===== config.mk =====
export PLATFORM = sky130hd
export DESIGN_NAME = apb_slave_regbank
export DESIGN_NICKNAME = d
export VERILOG_FILES = /design/src/rtl/apb_slave_regbank.sv
export SDC_FILE = /design/constraint.sdc
export NUM_CORES = 1
export LEC_CHECK = 0
export CAP_MARGIN = 20
export CORE_MARGIN = 5
export CORE_UTILIZATION = 46
export CTS_BUF_LIST = sky130_fd_sc_hd__clkbuf_8
export CTS_CLUSTER_SIZE = 14
export DETAILED_ROUTE_END_ITERATION = 8
export HOLD_SLACK_MARGIN = 0.15
export PLACE_DENSITY = 0.73
export SYNTH_ARGS = -nofsm -noshare
export SYNTH_HDL_FRONTEND = slang
export SYNTH_SLANG_ARGS = --single-unit

===== constraint.sdc =====
create_clock -name PCLK -period 4.1 [get_ports PCLK]
set_clock_uncertainty 0.05 [all_clocks]
set_input_delay 0.82 -clock PCLK [delete_from_list [all_inputs] [get_ports PCLK]]
set_output_delay 0.82 -clock PCLK [all_outputs]
set_load 0.005 [all_outputs]

===== src/rtl/apb_slave_regbank.sv =====
// Parametrised APB slave register bank with wait states,
// byte strobes and error response for bad addresses.
module apb_slave_regbank #(
  parameter int ADDR_WIDTH  = 8,
  parameter int DATA_WIDTH  = 32,
  parameter int DEPTH       = 16,
  parameter int WAIT_STATES = 0
) (
  input  logic                    PCLK,
  input  logic                    PRESETn,
  input  logic                    PSELx,
  input  logic                    PENABLE,
  input  logic                    PWRITE,
  input  logic [ADDR_WIDTH-1:0]   PADDR,
  input  logic [DATA_WIDTH-1:0]   PWDATA,
  input  logic [DATA_WIDTH/8-1:0] PSTRB,
  output logic [DATA_WIDTH-1:0]   m_rdata,
  output logic                    m_ready,
  output logic                    m_error
);

  localparam int NB  = DATA_WIDTH / 8;
  localparam int OFF = $clog2(NB);
  localparam int IW  = ADDR_WIDTH - OFF;
  localparam int RW  = (DEPTH > 1) ? $clog2(DEPTH) : 1;
  localparam logic [IW:0] DEPTH_W = (IW+1)'(DEPTH);
  localparam logic [3:0]  WS_W    = 4'(WAIT_STATES);

  typedef enum logic [1:0] {
    IDLE,
    SETUP,
    ACCESS
  } state_e;

  state_e                  state_q;
  logic [3:0]              cnt_q;
  logic                    wr_q;
  logic                    err_q;
  logic [IW-1:0]           idx_q;
  logic [DATA_WIDTH-1:0]   wdata_q;
  logic [NB-1:0]           strb_q;
  logic [DATA_WIDTH-1:0]   regs_q [DEPTH];

  logic [IW-1:0] idx;
  logic          unal;
  logic          oor;
  logic          err;
  logic          ready;
  logic          we;
  logic [RW-1:0] ridx;

  assign idx = PADDR[ADDR_WIDTH-1:OFF];

  generate
    if (OFF == 0) begin : g_byte
      assign unal = 1'b0;
    end else begin : g_wide
      assign unal = |PADDR[OFF-1:0];
    end
  endgenerate

  assign oor   = {1'b0, idx} >= DEPTH_W;
  assign err   = unal | oor;
  assign ready = (state_q == ACCESS) && (cnt_q == WS_W);
  assign we    = ready & wr_q & ~err_q;
  assign ridx  = idx_q[RW-1:0];

  assign m_ready = ready;
  assign m_error = ready & err_q;
  assign m_rdata = (ready && !wr_q && !err_q) ? regs_q[ridx] : '0;

  always_ff @(posedge PCLK or negedge PRESETn) begin
    if (!PRESETn) begin
      state_q <= IDLE;
      cnt_q   <= '0;
      wr_q    <= 1'b0;
      err_q   <= 1'b0;
      idx_q   <= '0;
      wdata_q <= '0;
      strb_q  <= '0;
    end else begin
      unique case (state_q)
        IDLE: begin
          if (PSELx && !PENABLE) state_q <= SETUP;
        end
        SETUP: begin
          wr_q    <= PWRITE;
          err_q   <= err;
          idx_q   <= idx;
          wdata_q <= PWDATA;
          strb_q  <= PSTRB;
          cnt_q   <= '0;
          state_q <= (PSELx && PENABLE) ? ACCESS : IDLE;
        end
        ACCESS: begin
          if (ready) begin
            state_q <= (PSELx && !PENABLE) ? SETUP : IDLE;
          end else if (!PSELx) begin
            state_q <= IDLE;
          end else begin
            cnt_q <= cnt_q + 4'd1;
          end
        end
        default: state_q <= IDLE;
      endcase
    end
  end

  // Commit on the edge that closes the ready cycle.
  always_ff @(posedge PCLK or negedge PRESETn) begin
    if (!PRESETn) begin
      for (int i = 0; i < DEPTH; i++) regs_q[i] <= '0;
    end else if (we) begin
      for (int b = 0; b < NB; b++) begin
        if (strb_q[b]) regs_q[ridx][8*b +: 8] <= wdata_q[8*b +: 8];
      end
    end
  end

endmodule


# After elaboration in Yosys (flattened, before gate mapping)
# Index checks and enable logic that the tools add are counted.
[word_totals]
ff_bits = 560
output_inout_bits = 34
elab_cells = 86
[classes]
add_sub_neg = 1
n_lt_le_gt_ge = 3
n_eq_ne = 6
muxes = 32
bitwise_logic = 6
n_reduce_logical = 15
[op_table]
columns = ["cell", "n"]
rows = [
  ["$mux 512", 7],
  ["$bwmux 512", 4],
  ["$demux 32 s4", 4],
  ["$bmux 32 s4", 1],
  ["$mux 32", 4],
  ["$mux 24", 1],
  ["$mux 16", 1],
  ["$mux 2", 4],
  ["$mux 4", 2],
  ["$mux 8", 1],
  ["$pmux 4 s2", 1],
  ["$ge 6x5->1 const B", 1],
  ["$logic_and 1x1->1", 6],
  ["$ne 2x2->1 const B", 3],
  ["$pmux 2 s3", 1],
  ["$ge 5x5->1 const B", 1],
  ["$lt 5x1->1 const B", 1],
  ["$not 4->5", 1],
  ["$add 4x1->4 const B", 1],
  ["$logic_not 4->1", 1],
  ["$and 1x1->1", 3],
  ["$logic_not 1->1", 3],
  ["$ne 3x3->1 const B", 1],
  ["$reduce_and 3->1", 1],
  ["9 further kinds", 9],
]

# Longest topological paths before layout
# Gate-level depths: netlist (run 1).
[depth]
depth_word = 16
mapped_depth = 8
ltp_nobuf = 6

# Least setup slack after synthesis (run 1)
# OpenSTA, ideal clock, no wires.
[synth_timing]
path_kind = "register -> output"
from = "reg idx_q[0]"
to = "out m_rdata[27]"
t_arrival_ns = 2.124
setup_slack_ns = 1.106
path_stages_with_launch = 7
n_path_buf = 3
cell_sequence = "dfrtp_1 > buf_2 > buf_2 > buf_1 > mux4_2 > a22oi_1 > nand2_1"
[synth_via]
elab_chain_len = 5
[synth_rtl]
columns = ["item", "line", "source"]
rows = [
  ["start, declared", "39", "logic [IW-1:0] idx_q;"],
  ["start signal, assigned", "89", "idx_q <= idx;"],
  ["$not 4->5 (not written as such)", "70", "assign m_rdata = (ready && !wr_q && !err_q) ? regs_q[ridx] : '0;"],
  ["$bmux 32 s4", "70", ""],
  ["$mux 32 (not written as such) (2 in series)", "70", ""],
  ["$mux 32", "70", ""],
  ["end, declared", "17", "output logic [DATA_WIDTH-1:0] m_rdata,"],
]
# Every way passes these cells. The select of a mux whose other input is x is not followed.

# Worst setup path in the final report (run 1)
[layout_timing]
from = "reg idx_q[0]"
to = "out m_rdata[30]"
# Same word-level chain as after synthesis.

==> flow_summary.yaml, run 1 <==
synthesis:
  synth-warning-count: 0
  synthesis.area_mm2: 0.0254
  synth_cell_types: 44
  synth_area_per_cell_um2: 15.3
  syn_nets: 1717
  syn-instance-count: 1666
  synthXorXnorAreaFrac: 0.000345
  seq_area_frac_synth: 0.551
  synth_edf_count: 0
  synth_fa_ha_area_frac: 0.000985
  synthSimpleGateAreaFrac: 0.0556
  synthArstFlopShare: 1.00
  muxShareOfSynthArea: 0.355
  synth_top_family_by_area: "multiplexers"
  yosys_most_used_dff: "dfrtp_1"
  ys_ff_latch: 560
  synth-compound-area-share: 0.0206
grt:
  grt_pass1_wl_um: 96500
  grt_pass1_vias: 16500
  grt_start_max_net_pins: 97
  grt-ovfl-total: 0
  grt_antenna_before_repair: 1
  grt_usage: 0.206
final_layout:
  fin_area_mm2: 0.0293
  fillCellCount: 4466
  layout-drive-gt1-share: 0.450
  fin_nets: 1848
  final_util: 0.534
  area_delta_synth_final_pct: 15.4
die:
  start_util: 0.463
  io-pin-count: 83
  die-area_mm2: 0.0600
  num_rows: 86
  core_area_mm2: 0.0549
  die_w_um: 245
  die_height_um: 245
sta:
  setup_violations: 0
  timing.fmax_mhz: 248
  hold_violations: 0
  slew_violations: 0
  rsz0062_at_grt: "yes"
  finalCritPeriodShare: 0.984
  slew_headroom: 0.304
  worst_pin_slew_ns: 1.04
  min_period_ns: 4.03
clock_tree:
  cts_tree: "built"
  h-tree-depth: 3
  clk_path_buf_depth: 3
  cts.sinks: 560
  numCtsBuffers: 91
  clk_latency_ns: 0.67
  clkTransAtPathRegs_ns: 0.06
  clockRootBuffer: "clkbuf_8"
run_status:
  outcome: "complete, no violations"
critical_path:
  endpoint_kind: "output pin"
  required_ns: 3.23
  max_stage_delay_ns: 0.57
  worstPathArrival_ns: 3.16
  crit_chain: "nand2b_1, o22ai_1, or4_1, a21oi_1, clkdlybuf4s50_1"
  startpoint_type: "flop"
  cp_max_fo: 9
  cp_slowest_cell: "dfrtp_4"
  worstSetupPathType: "reg2out"
power:
  netSwitchingPower_w: 0.00310
  internal_power_w: 0.00881
  clkPwrFrac: 0.416
  powerDensity_mw_per_mm2: 406
  max-vdd-ir-drop_v: 0.000234
  power_leakage_nw: 14.6
  p_sw_frac: 0.260
  seqPwrFrac: 0.503
  comb_power_share: 0.081
routing:
  vias_per_cell: 5.77
  ant_nets: 0
  num_vias: 14900
  routedWlPerCell_um: 23.7
  routed_wirelength_um: 61100
  drt-pass1-iter-count: 5
  drtIter0Drc: 879
  drc_errors: 0
placement:
  dpl-instance-area_mm2: 0.0272
  hpwl_um: 38300
  globalplace.congestion: 0.784
  port_buffers: 82
run:
  maxCapViolations: 0
worst_hold_path:
  hp-class: "reg2reg"
## cell usage in the layout, fill, tap and decap left out, types with 6 or more instances in the layout
cell type        netlist  layout
a22oi_1               46      45
buf_6                  0      12
nor2_1                17      17
nand2_2                6       6
clkdlybuf4s50_1        0      75
mux2_1                20      20
inv_1                  4      37
nor2b_1               12      11
mux2i_1                9       9
buf_12                 1       8
mux4_2               126     126
dlymetal6s2s_1         0       6
nand2_1              204     204
mux2_2               414     414
dfrtp_1              560     556
clkbuf_8               0     126
mux2_4                80      80
buf_4                  0      29
nand2_8               10      10
a211oi_1              17      15
## through the flow
stage               total power, W  setup TNS [ns]  worst slack (ns)  instances  hold WS [ns]
floorplan                  0.00655               0              1.11       1666         0.396
CTS                         0.0120               0           0.00165       2575         0.431
global placement           0.00697               0             0.573       2395         0.413
global route                0.0124         -0.0751           -0.0243       2579         0.451
finish                      0.0119               0            0.0669       2579         0.428
detailed placement         0.00701               0             0.540       2395         0.417
## worst paths after layout
path                           start     endpoint  slack [ns]  cells past startpoint
max                         idx_q[0]  m_rdata[30]        0.07                      5
min                        strb_q[2]    strb_q[2]        0.43                      2
max reg2reg                 cnt_q[0]   regs_q[66]        0.74                      6
min reg2reg                strb_q[2]    strb_q[2]        0.43                      2
max in group asynchronous    PRESETn     idx_q[2]        2.27                      3
min in group asynchronous    PRESETn  regs_q[202]        0.68                      2
## area by class of cell
cell class,instances,area [µm²],area share
flip-flops and latches,560,14000,0.478
multi-input cells,1005,11100,0.377
clock buffers,126,1730,0.0591
repair buffers,135,1420,0.0485
well taps,704,881,0.0300
clock inverters,44,195,0.00666
inverters,4,15.0,0.000512
diodes,1,2.50,0.0000853
## routing by layer
metal	share of wire	routed length, µm	up-vias	global-route usage
met5	0	0	-	0
met4	0.035	2140	0	0.0769
met3	0.055	3360	128	0.0503
met2	0.48	29600	403	0.332
met1	0.43	26000	7913	0.273
li1	-	-	6425	-
## logic make-up after synthesis
group / count (synthesis)
buffers and inverters: 101
AND/OR/NAND/NOR: 281
AO/OA/AOI/OAI: 72
XOR/XNOR: 1
multiplexers: 649
flip-flops: 560
adder cells (fa/ha/maj): 2
## sequential cells by signal (all words and copies together) (netlist names)
signal	cells
regs_q	512
wr_q	1
err_q	1
wdata_q	32
state_q	2
idx_q	4
strb_q	4
cnt_q	4
## synth_stat cells, types with 2 or more instances
cell,n,area [µm²]
a211oi_1,17,128
a21oi_1,2,10.0
a22oi_1,46,345
buf_1,9,33.8
buf_2,14,70.1
clkbuf_1,73,274
dfrtp_1,560,14000
ha_1,2,25.0
inv_1,4,15.0
mux2_1,20,225
mux2_2,414,4660
mux2_4,80,1200
mux2i_1,9,90.1
mux4_2,126,2840
nand2_1,204,766
nand2_2,6,37.5
nand2_8,10,200
nand2b_1,5,31.3
nand3_1,5,25.0
nor2_1,17,63.8
nor2b_1,12,75.1
nor3_1,4,20.0
nor4_4,3,63.8
o21ai_0,4,20.0
## power by group through the flow
stage	registers (W)	clock network, W	logic, W
final	0.00599	0.00496	0.000962
after CTS	0.00599	0.00508	0.000972
after global placement	0.00610	0	0.000876
after detailed placement	0.00612	0	0.000889
after floorplan	0.00585	0	0.000702
after global routing	0.00602	0.00532	0.00105
## critical path, delay by kind of cell, from the launching register on
family,cells,cell delay [ns]
compound gates,2,0.45
buf+inv,1,0.57
flops,1,0.57
simple gates,2,0.89
## repair_timing
item	in CTS	in global routing
setup buffers	9	3
endpoints found under the setup margin	32	24
pin swaps	0	1
endpoints found under the hold margin	72	0
hold buffers	1	0
resized for setup	13	14
Power figures use the tool's default switching activity.
==> run 2, diff against run 1 <==
--- a/config.mk
+++ b/config.mk
@@ -5,6 +5,7 @@
 export SDC_FILE = /design/constraint.sdc
 export NUM_CORES = 1
 export LEC_CHECK = 0
+export ABC_AREA = 1
 export CAP_MARGIN = 20
 export CORE_MARGIN = 5
 export CORE_UTILIZATION = 46
@@ -12,7 +13,8 @@
 export CTS_CLUSTER_SIZE = 14
 export DETAILED_ROUTE_END_ITERATION = 8
 export HOLD_SLACK_MARGIN = 0.15
-export PLACE_DENSITY = 0.73
+export PLACE_DENSITY = 0.72
+export SKIP_CTS_REPAIR_TIMING = 1
 export SYNTH_ARGS = -nofsm -noshare
 export SYNTH_HDL_FRONTEND = slang
 export SYNTH_SLANG_ARGS = --single-unit
==> flow_summary.yaml, run 2 <==
sta:
  slew_headroom: 0.261
  slew_violations: 0
  rsz0062_at_grt: "no"
  timing.fmax_mhz: 253
  min_period_ns: 3.95
  worst_pin_slew_ns: 1.11
  worst_slack_ns: 0.145
  finalCritPeriodShare: 0.965
  hold_violations: 0
  hold_slack_ns: 0.418
  finalSetupTns_ns: 0
  setup_violations: 0
final_layout:
  multi_input_area_mm2: 0.0123
  final_util: 0.518
  layout_commonest_cell: "nand2_1"
  regMostFlops: "regs_q"
  reg_top3: "regs_q: 512 flops, wdata_q: 32 flops"
  seqCellArea_mm2: 0.0140
  fin_nets: 3810
  largest_register_ffs: 512
  area_delta_synth_final_pct: 11.9
  layout_common_cells: "nand2_1, nor2_1, dfrtp_1, nand3_1, clkbuf_8"
  fillCellCount: 5776
  fin_cells: 4612
  layout-drive-gt1-share: 0.0807
critical_path:
  worst-path-buf-inv: 3
  r2r_cells: 8
  cp_slowest_cell: "clkdlybuf4s50_1"
  crit_chain: "nand2_2, inv_1, buf_4, nand2_1, nand3_1, nor2_1, clkdlybuf4s50_1"
  reg2reg_from: "idx_q[2]"
  cp_max_fo: 16
  regToRegSetupSlack_ns: 1.14
  worstPathArrival_ns: 3.08
  max_stage_delay_ns: 0.56
  worstSetupPathType: "reg2out"
  path_delay_family: "buffers and inverters"
  cp-startpoint: "idx_q[2]"
  endpoint_kind: "output pin"
  required_ns: 3.23
  crit_cells: 7
  startpoint_type: "flop"
routing:
  drc_errors: 0
  drtIter0Drc: 2486
  routedWlPerCell_um: 18.3
  drt-pass1-iter-count: 5
  routed_wirelength_um: 84400
  ant_nets: 0
  num_vias: 24700
  vias_per_cell: 5.35
clock_tree:
  clockRootBuffer: "clkbuf_8"
  clkTransAtPathRegs_ns: 0.06
  h-tree-depth: 3
  clk_path_buf_depth: 3
  numCtsBuffers: 97
  clk_latency_ns: 0.70
  cts_tree: "built"
  cts.sinks: 560
synthesis:
  yosys_most_used_dff: "dfrtp_1"
  synth_top_cell_area_share: 0.503
  synth_area_per_cell_um2: 7.41
  post-synth-top-area-cell: "dfrtp_1"
  synth_edf_count: 0
  synth-warning-count: 0
  ys_ff_latch: 560
  synth_cell_types: 27
  ys_top_cells_by_count: "nand2_1, nor2_1, dfrtp_1, nand3_1, buf_2"
  synthesis.area_mm2: 0.0278
  seq_area_frac_synth: 0.503
  syn_nets: 3807
  synthArstFlopShare: 1.00
  ys_top_cells_by_area: "dfrtp_1, nand2_1, nand3_1"
  synth.most_common_cell: "nand2_1"
  syn-instance-count: 3756
power:
  max-vdd-ir-drop_v: 0.000274
  power_leakage_nw: 18.1
  powerDensity_mw_per_mm2: 433
worst_hold_path:
  min_path_cells: 2
  hp-class: "reg2reg"
  hold_start: "regs_q[500]"
grt:
  grt_usage: 0.251
  grt_antenna_before_repair: 1
  grt-ovfl-total: 0
  grt_start_max_net_pins: 103
  grt_pass1_wl_um: 133000
  grt_pass1_vias: 23700
die:
  core_area_mm2: 0.0601
  start_util: 0.463
  io-pin-count: 83
  die-area_mm2: 0.0655
  num_rows: 90
  die_w_um: 256
  die_height_um: 256
placement:
  dp.cells: 4435
  port_buffers: 82
  place_worst_setup_slack_ns: 0.590
  hpwl_um: 50800
  globalplace.congestion: 0.850
run_status:
  outcome: "complete, no violations"
run:
  maxCapViolations: 0
## run 2: changes by cell type in the layout (fill, tap and decap cells not counted), sizes merged, moves of 15 or more
cell    previous run  this run
a211oi            17         1
a22oi             46         0
buf               53        71
inv               38        96
mux2             514         0
mux4             126         0
nand2            220      1556
nand3              5       547
nor2              17       751
o21ai              4        19
## run 2: report_power, final
part           leakage (nW)  internal (W)  switching (W)  total (W)
Combinational          9.24      0.000694        0.00164    0.00233
Clock                  1.12       0.00271        0.00235    0.00506
Sequential             7.75       0.00565       0.000444    0.00609
## run 2: final timing paths
path,to
max in group asynchronous,idx_q[1]
worst min register to register,regs_q[500]
min in group asynchronous,regs_q[172]
worst min-delay path,regs_q[500]
worst max register to register,regs_q[453]
worst max-delay path,m_rdata[5]
## run 2: logic make-up after synthesis
family,after synthesis,share of synthesized area
adders and majority gates,2,0.000899
buffers and inverters,306,0.0569
and+or+nand+nor,2864,0.434
AOI/OAI and AO/OA,22,0.00413
xor gates and xnor gates,2,0.000629
DFF,560,0.503
## run 2: through the flow
step	area (µm²)	total power [W]
3_5_place_dp	29100	0.00840
3_3_place_gp	29100	0.00839
2_1_floorplan	27800	0.00748
5_1_grt	31100	0.0141
4_1_cts	31000	0.0134
6_report	31100	0.0135
## run 2: layout make-up
class                      instances  share of cell area
tap                              782              0.0314
clock buffer                     122              0.0539
antenna                            1           0.0000803
multi-input combinational       2890               0.395
timing repair buffer             155              0.0558
clock inverter                    47             0.00695
inverter                          55             0.00671
sequential                       560               0.450
## run 2: metal layers
| metal | part of all wire | vias to the layer above | wire (µm) | track usage |
|---|---|---|---|---|
| li1 | - | 11700 | - | - |
| met3 | 0.085 | 203 | 7210 | 0.0493 |
| met1 | 0.42 | 11700 | 35200 | 0.341 |
| met2 | 0.46 | 1062 | 38700 | 0.394 |
| met4 | 0.038 | 2 | 3210 | 0.105 |
| met5 | 0.0013 | - | 111 | 0.0124 |
## run 2: worst reg2reg max path, cell delays in order (launching register included)
cell,delay [ns]
dfrtp_1,0.50
nor2_4,0.48
buf_4,0.41
inv_2,0.19
nor2_4,0.59
buf_4,0.32
nand2_2,0.17
nand2_1,0.11
nand2_1,0.05
